==> src/rtl/ps2_key_tracker.sv <==
// PS/2 scan-code set 2 decoder: tracks held keys as plain and E0-prefixed
// bitmaps, strobes one event per completed make/break, and swallows Pause.
module ps2_key_tracker #(
  parameter int unsigned TIMEOUT_CYCLES = 2500000,
  parameter int unsigned PAUSE_SKIP     = 7
) (
  input  logic         clk,
  input  logic         reset,
  input  logic [7:0]   ps2_byte,
  input  logic         ps2_byte_valid,
  input  logic         clear,
  output logic [127:0] keys,
  output logic [127:0] e_keys,
  output logic         event_valid,
  output logic [6:0]   event_code,
  output logic         event_ext,
  output logic         event_break,
  output logic         pause_pulse,
  output logic         seq_error
);

  localparam int unsigned TW = (TIMEOUT_CYCLES > 2) ? $clog2(TIMEOUT_CYCLES) : 1;
  localparam int unsigned SW = $clog2(PAUSE_SKIP + 1);

  localparam logic [7:0] BYTE_E0 = 8'hE0;
  localparam logic [7:0] BYTE_E1 = 8'hE1;
  localparam logic [7:0] BYTE_F0 = 8'hF0;

  typedef enum logic [2:0] {
    S_IDLE,
    S_EXT,
    S_BRK,
    S_EXT_BRK,
    S_SKIP
  } state_e;

  state_e         state_q;
  logic [TW-1:0]  tmo_q;
  logic [SW-1:0]  skip_q;
  logic [127:0]   keys_q;
  logic [127:0]   e_keys_q;
  logic           event_valid_q;
  logic [6:0]     event_code_q;
  logic           event_ext_q;
  logic           event_break_q;
  logic           pause_pulse_q;
  logic           seq_error_q;

  logic           is_code;
  assign is_code = ~ps2_byte[7];

  // Single-process decoder; strobes default low every cycle.
  always_ff @(posedge clk or negedge reset) begin
    if (!reset) begin
      state_q       <= S_IDLE;
      tmo_q         <= '0;
      skip_q        <= '0;
      keys_q        <= '0;
      e_keys_q      <= '0;
      event_valid_q <= 1'b0;
      event_code_q  <= '0;
      event_ext_q   <= 1'b0;
      event_break_q <= 1'b0;
      pause_pulse_q <= 1'b0;
      seq_error_q   <= 1'b0;
    end else begin
      event_valid_q <= 1'b0;
      pause_pulse_q <= 1'b0;
      if (clear) begin
        state_q     <= S_IDLE;
        tmo_q       <= '0;
        skip_q      <= '0;
        keys_q      <= '0;
        e_keys_q    <= '0;
        seq_error_q <= 1'b0;
      end else if (ps2_byte_valid) begin
        tmo_q <= '0;
        case (state_q)
          S_IDLE: begin
            if (ps2_byte == BYTE_E0) begin
              state_q <= S_EXT;
            end else if (ps2_byte == BYTE_F0) begin
              state_q <= S_BRK;
            end else if (ps2_byte == BYTE_E1) begin
              state_q       <= S_SKIP;
              skip_q        <= SW'(PAUSE_SKIP);
              pause_pulse_q <= 1'b1;
            end else if (is_code) begin
              keys_q[ps2_byte[6:0]] <= 1'b1;
              event_valid_q         <= 1'b1;
              event_code_q          <= ps2_byte[6:0];
              event_ext_q           <= 1'b0;
              event_break_q         <= 1'b0;
            end
          end
          S_EXT: begin
            if (ps2_byte == BYTE_F0) begin
              state_q <= S_EXT_BRK;
            end else begin
              state_q <= S_IDLE;
              if (is_code) begin
                e_keys_q[ps2_byte[6:0]] <= 1'b1;
                event_valid_q           <= 1'b1;
                event_code_q            <= ps2_byte[6:0];
                event_ext_q             <= 1'b1;
                event_break_q           <= 1'b0;
              end else begin
                seq_error_q <= 1'b1;
              end
            end
          end
          S_BRK, S_EXT_BRK: begin
            state_q <= S_IDLE;
            if (is_code) begin
              if (state_q == S_EXT_BRK) begin
                e_keys_q[ps2_byte[6:0]] <= 1'b0;
              end else begin
                keys_q[ps2_byte[6:0]] <= 1'b0;
              end
              event_valid_q <= 1'b1;
              event_code_q  <= ps2_byte[6:0];
              event_ext_q   <= (state_q == S_EXT_BRK);
              event_break_q <= 1'b1;
            end else begin
              seq_error_q <= 1'b1;
            end
          end
          S_SKIP: begin
            if (skip_q <= SW'(1)) begin
              state_q <= S_IDLE;
              skip_q  <= '0;
            end else begin
              skip_q <= skip_q - SW'(1);
            end
          end
          default: state_q <= S_IDLE;
        endcase
      end else if (state_q != S_IDLE) begin
        // Abandon a partial sequence after a long silence.
        if (tmo_q == TW'(TIMEOUT_CYCLES - 1)) begin
          state_q     <= S_IDLE;
          tmo_q       <= '0;
          skip_q      <= '0;
          seq_error_q <= 1'b1;
        end else begin
          tmo_q <= tmo_q + TW'(1);
        end
      end
    end
  end

  assign keys        = keys_q;
  assign e_keys      = e_keys_q;
  assign event_valid = event_valid_q;
  assign event_code  = event_code_q;
  assign event_ext   = event_ext_q;
  assign event_break = event_break_q;
  assign pause_pulse = pause_pulse_q;
  assign seq_error   = seq_error_q;

endmodule
==> config.mk <==
export PLATFORM = sky130hd
export DESIGN_NAME = ps2_key_tracker
export DESIGN_NICKNAME = d
export VERILOG_FILES = /design/src/rtl/ps2_key_tracker.sv
export SDC_FILE = /design/constraint.sdc
export NUM_CORES = 1
export LEC_CHECK = 0
export ABC_AREA = 1
export CAP_MARGIN = 20
export CORE_ASPECT_RATIO = 0.75
export CORE_MARGIN = 8
export CORE_UTILIZATION = 40
export CTS_CLUSTER_SIZE = 40
export DETAILED_ROUTE_END_ITERATION = 8
export GPL_ROUTABILITY_DRIVEN = 0
export SYNTH_ARGS = -nofsm -noshare
export SYNTH_HDL_FRONTEND = slang
export SYNTH_SLANG_ARGS = --single-unit
==> constraint.sdc <==
create_clock -name clk -period 2.15 [get_ports clk]
set_input_delay 0.43 -clock clk [delete_from_list [all_inputs] [get_ports clk]]
set_output_delay 0.43 -clock clk [all_outputs]
set_load 0.1 [all_outputs]
==> flow_metrics.env <==
export IMPL_status="finished clean"
export IMPL_regToRegSetupSlack_ns=0.22
export IMPL_synth_lib_cells_used_distinct=34
export IMPL_io_pins=280
export IMPL_cpMaxStageDelayCell="sky130_fd_sc_hd__dfrtp_1"
export IMPL_postRouteAntennaNets=0
export IMPL_power_after_layout_mw=12.6
export IMPL_cts_tree="yes"
export IMPL_cp_slowest_stage_delay_ns=0.50
export IMPL_synth_enable_flop_cells=0
export IMPL_worst_slew_pin_transition_ns=0.828
export IMPL_yosysSeqAreaShare_pct=51.2
export IMPL_crit_start="state_q[2]$_DFFE_PN0P_"
export IMPL_synth_top_flop_cell="sky130_fd_sc_hd__dfrtp_1"
export IMPL_layout_cell_share_with_drive_strength_beyond_1_pct=21.5
export IMPL_achievable_frequency_mhz=519
export IMPL_detail_route_drc_violations=0
export IMPL_dpl_cell_count=2557
export IMPL_die_footprint_sq_um=42600
export IMPL_grt_setup_unrepaired="no"
export IMPL_synth_fp_nets=1828
export IMPL_p_per_area_nw_per_um2=657
export IMPL_synth_warn=0
export IMPL_post_synthesis_area_per_instance_sq_um=7.99
export IMPL_skew_ns=0.0167
export IMPL_critical_r2r_launch="state_q[2]$_DFFE_PN0P_"
export IMPL_detailroute_via_count=14100
export IMPL_cap_violations=0
export IMPL_dr_iter_0_viols=1210
export IMPL_relSlewSlack_pct=44.8
export IMPL_totalWireLength_microns=51000
export IMPL_power_ir_vdd_worst_mv=0.492
export IMPL_synth_top_area_share_pct=51.2
export IMPL_synth_cell_area_sq_um=14500
export IMPL_tritoncts_num_sinks=296
export IMPL_ctsHtreeMaxLevel=1
export IMPL_holdCritPathClass="primary input to flip-flop"
export IMPL_critical_path_arrival_ns=2.40
export IMPL_std_cell_rows=60
export IMPL_drt_wirelength_per_cell_microns=19.5
export IMPL_ys_ff_latch=296
export IMPL_layout_worst_path_cycle_share_pct=89.6
export IMPL_yosysMostFrequentCell="sky130_fd_sc_hd__nand2_1"
export IMPL_nNetsFinal=2141
export IMPL_required_time_of_the_critical_path_ns=2.63
export IMPL_global_route_overflow_total=0
export IMPL_crit_path_end_kind="flip-flop"
export IMPL_synth_cells_most_frequent="sky130_fd_sc_hd__nand2_1 (405), sky130_fd_sc_hd__dfrtp_1 (296), sky130_fd_sc_hd__o21ai_0 (243)"
export IMPL_critical_path_cell_chain="inv_2 -> nand2_1 -> nor2_4 -> inv_2 -> nand2_1 -> inv_2 -> nand2_1 -> a21oi_1"
export IMPL_path_class="flip-flop to flip-flop"
export IMPL_clk_insertion_delay_late_ns=0.57
export IMPL_ctsLongestPathBuffers=3
export IMPL_number_of_antenna_violations_at_the_first_check_in_global_routing=1
export IMPL_setup_crit_start_kind="flip-flop"
export IMPL_post_synthesis_cell_count=1813
export IMPL_hold_path_depth=4
export IMPL_io_buffers=279
export IMPL_grt_usage_pct=23.2
export IMPL_worstPathMaxFanout=32
export IMPL_utilization_pct=53.7
export IMPL_grt_max_degree=89
export IMPL_drtPass1Iterations=5
export IMPL_place_hpwl_microns=35300
export IMPL_cts_inserted_buffers=31
export IMPL_finalWorstPathRequiredPeriod_ns=1.93
export IMPL_finish_cell_count_without_fillers=2615
export IMPL_synth_area_leaders="sky130_fd_sc_hd__dfrtp_1 (51%), sky130_fd_sc_hd__nand2_1 (10%), sky130_fd_sc_hd__o21ai_0 (8.4%)"
export IMPL_area_growth_syn_to_layout_pct=32.4
export IMPL_setup_violations=0
export IMPL_post_cts_resized=0
export IMPL_number_of_global_route_vias_before_repair=13700
export IMPL_core_area_sq_um=35700
export IMPL_route_detailed_vias_per_inst=5.37
export IMPL_total_neg_setup_slack_ns=0
export IMPL_postCtsSetupRepairBufs=0
export IMPL_timing_hold_ws_ns=0.299
export IMPL_rr_worst_depth=8
export IMPL_timing_rr_end="e_keys[105]$_DFFE_PN0P_"
export IMPL_report_final_slew_viol_count=0
export IMPL_clock_root_buffer="sky130_fd_sc_hd__clkbuf_16"
export IMPL_die_w_microns=236
export IMPL_setup_worst_path_end="e_keys[105]$_DFFE_PN0P_"
export IMPL_fp_dieH_microns=181
export IMPL_start_util_pct=40.5
export IMPL_holdBufCountCts=1
export IMPL_postSynth_asyncResetShare_pct=100
export IMPL_clk_pin_slew_worst_paths_ns=0.07
export IMPL_yosys_area_top_type="sky130_fd_sc_hd__dfrtp_1"
export IMPL_hold_viol=0
export IMPL_total_leakage_power_nw=8.77
export IMPL_grt_pass1_wl_microns=80400
flip-flops by register name, summed over array words and instances (netlist names):
signal and cells:
tmo_q 22, event_ext 1, event_break 1, e_keys 128
seq_error 1, pause_pulse 1, state_q 3, keys 128
event_valid 1, skip_q 3, event_code 7
power by group:
part	internal (mW)	switching (mW)	total (mW)
Sequential	5.60	0.0331	5.64
Combinational	0.261	0.776	1.04
Clock	3.65	2.28	5.93
worst max-delay path: cells and delay by family (launching register included):
family | cells | cell delay, ns
AOI/OAI and AO/OA | 1 | 0.19
buffers and inverters | 3 | 0.69
DFF | 1 | 0.50
and+or+nand+nor | 4 | 0.44
area by class of cell:
type                    count  area (sq um)
well taps                 465           582
repair buffers            390          3460
inverters                 184           693
multi-input cells        1223          5910
fillers                  3264         16600
diodes                      1          2.50
clock inverters             6           155
clock buffers              50           967
flip-flops and latches    296          7410
how the worst min path moves through the flow:
| stage | start | endpoint | slack [ns] |
|---|---|---|---|
| after floorplan | reset | e_keys[0]$_DFFE_PN0P_ | 0.13 |
| after global placement | reset | tmo_q[8]$_DFFE_PN0P_ | 0.38 |
| after detailed placement | reset | tmo_q[8]$_DFFE_PN0P_ | 0.39 |
| after CTS | clear | tmo_q[19]$_DFFE_PN0P_ | 0.27 |
| after global routing | clear | tmo_q[19]$_DFFE_PN0P_ | 0.32 |
| final | clear | tmo_q[19]$_DFFE_PN0P_ | 0.30 |
layout by cell type (no fill, tap or decap), types with 3 or more instances in the layout:
cell type,instances
sky130_fd_sc_hd__a21oi_1,147
sky130_fd_sc_hd__a311oi_1,13
sky130_fd_sc_hd__buf_12,40
sky130_fd_sc_hd__buf_4,338
sky130_fd_sc_hd__bufinv_16,5
sky130_fd_sc_hd__clkbuf_1,7
sky130_fd_sc_hd__clkbuf_16,31
sky130_fd_sc_hd__clkbuf_8,12
sky130_fd_sc_hd__clkdlybuf4s50_1,9
sky130_fd_sc_hd__dfrtp_1,296
sky130_fd_sc_hd__ha_1,3
sky130_fd_sc_hd__inv_1,173
sky130_fd_sc_hd__inv_2,9
sky130_fd_sc_hd__nand2_1,404
sky130_fd_sc_hd__nand2_2,3
sky130_fd_sc_hd__nand3_1,111
sky130_fd_sc_hd__nand3_2,7
sky130_fd_sc_hd__nand4_1,7
sky130_fd_sc_hd__nor2_1,148
sky130_fd_sc_hd__nor2_2,3
sky130_fd_sc_hd__nor2_4,4
sky130_fd_sc_hd__nor3_1,4
sky130_fd_sc_hd__o211ai_1,34
sky130_fd_sc_hd__o21ai_0,243
sky130_fd_sc_hd__o21ai_1,18
sky130_fd_sc_hd__o21bai_1,30
sky130_fd_sc_hd__o311ai_0,7
sky130_fd_sc_hd__o311ai_1,23
sky130_fd_sc_hd__xor2_1,4
through the flow:
step | setup slack, ns | area, sq um
2_1_floorplan | 0.474 | 14500
3_3_place_gp | -0.116 | 18000
3_5_place_dp | -0.165 | 18000
4_1_cts | 0.235 | 19200
5_1_grt | 0.0765 | 19200
6_report | 0.224 | 19200
logic make-up after synthesis:
logic type,synth area share (%)
AND/OR/NAND/NOR,20.0
AO/OA/AOI/OAI,20.1
flip-flops,51.2
buffers and inverters,8.17
XOR/XNOR,0.363
adder cells (fa/ha/maj),0.259
layer usage:
layer  routed length (microns)  track usage [%]  part of all wire, %  vias up
met5                         0                0                    0        -
met4                      1300             5.76                  2.6        0
met2                     22300             35.3                   44      488
met3                      3210             4.20                  6.3       73
li1                          -                -                    -     6666
met1                     24200             33.7                   47     6827
Power figures use the tool's default switching activity.
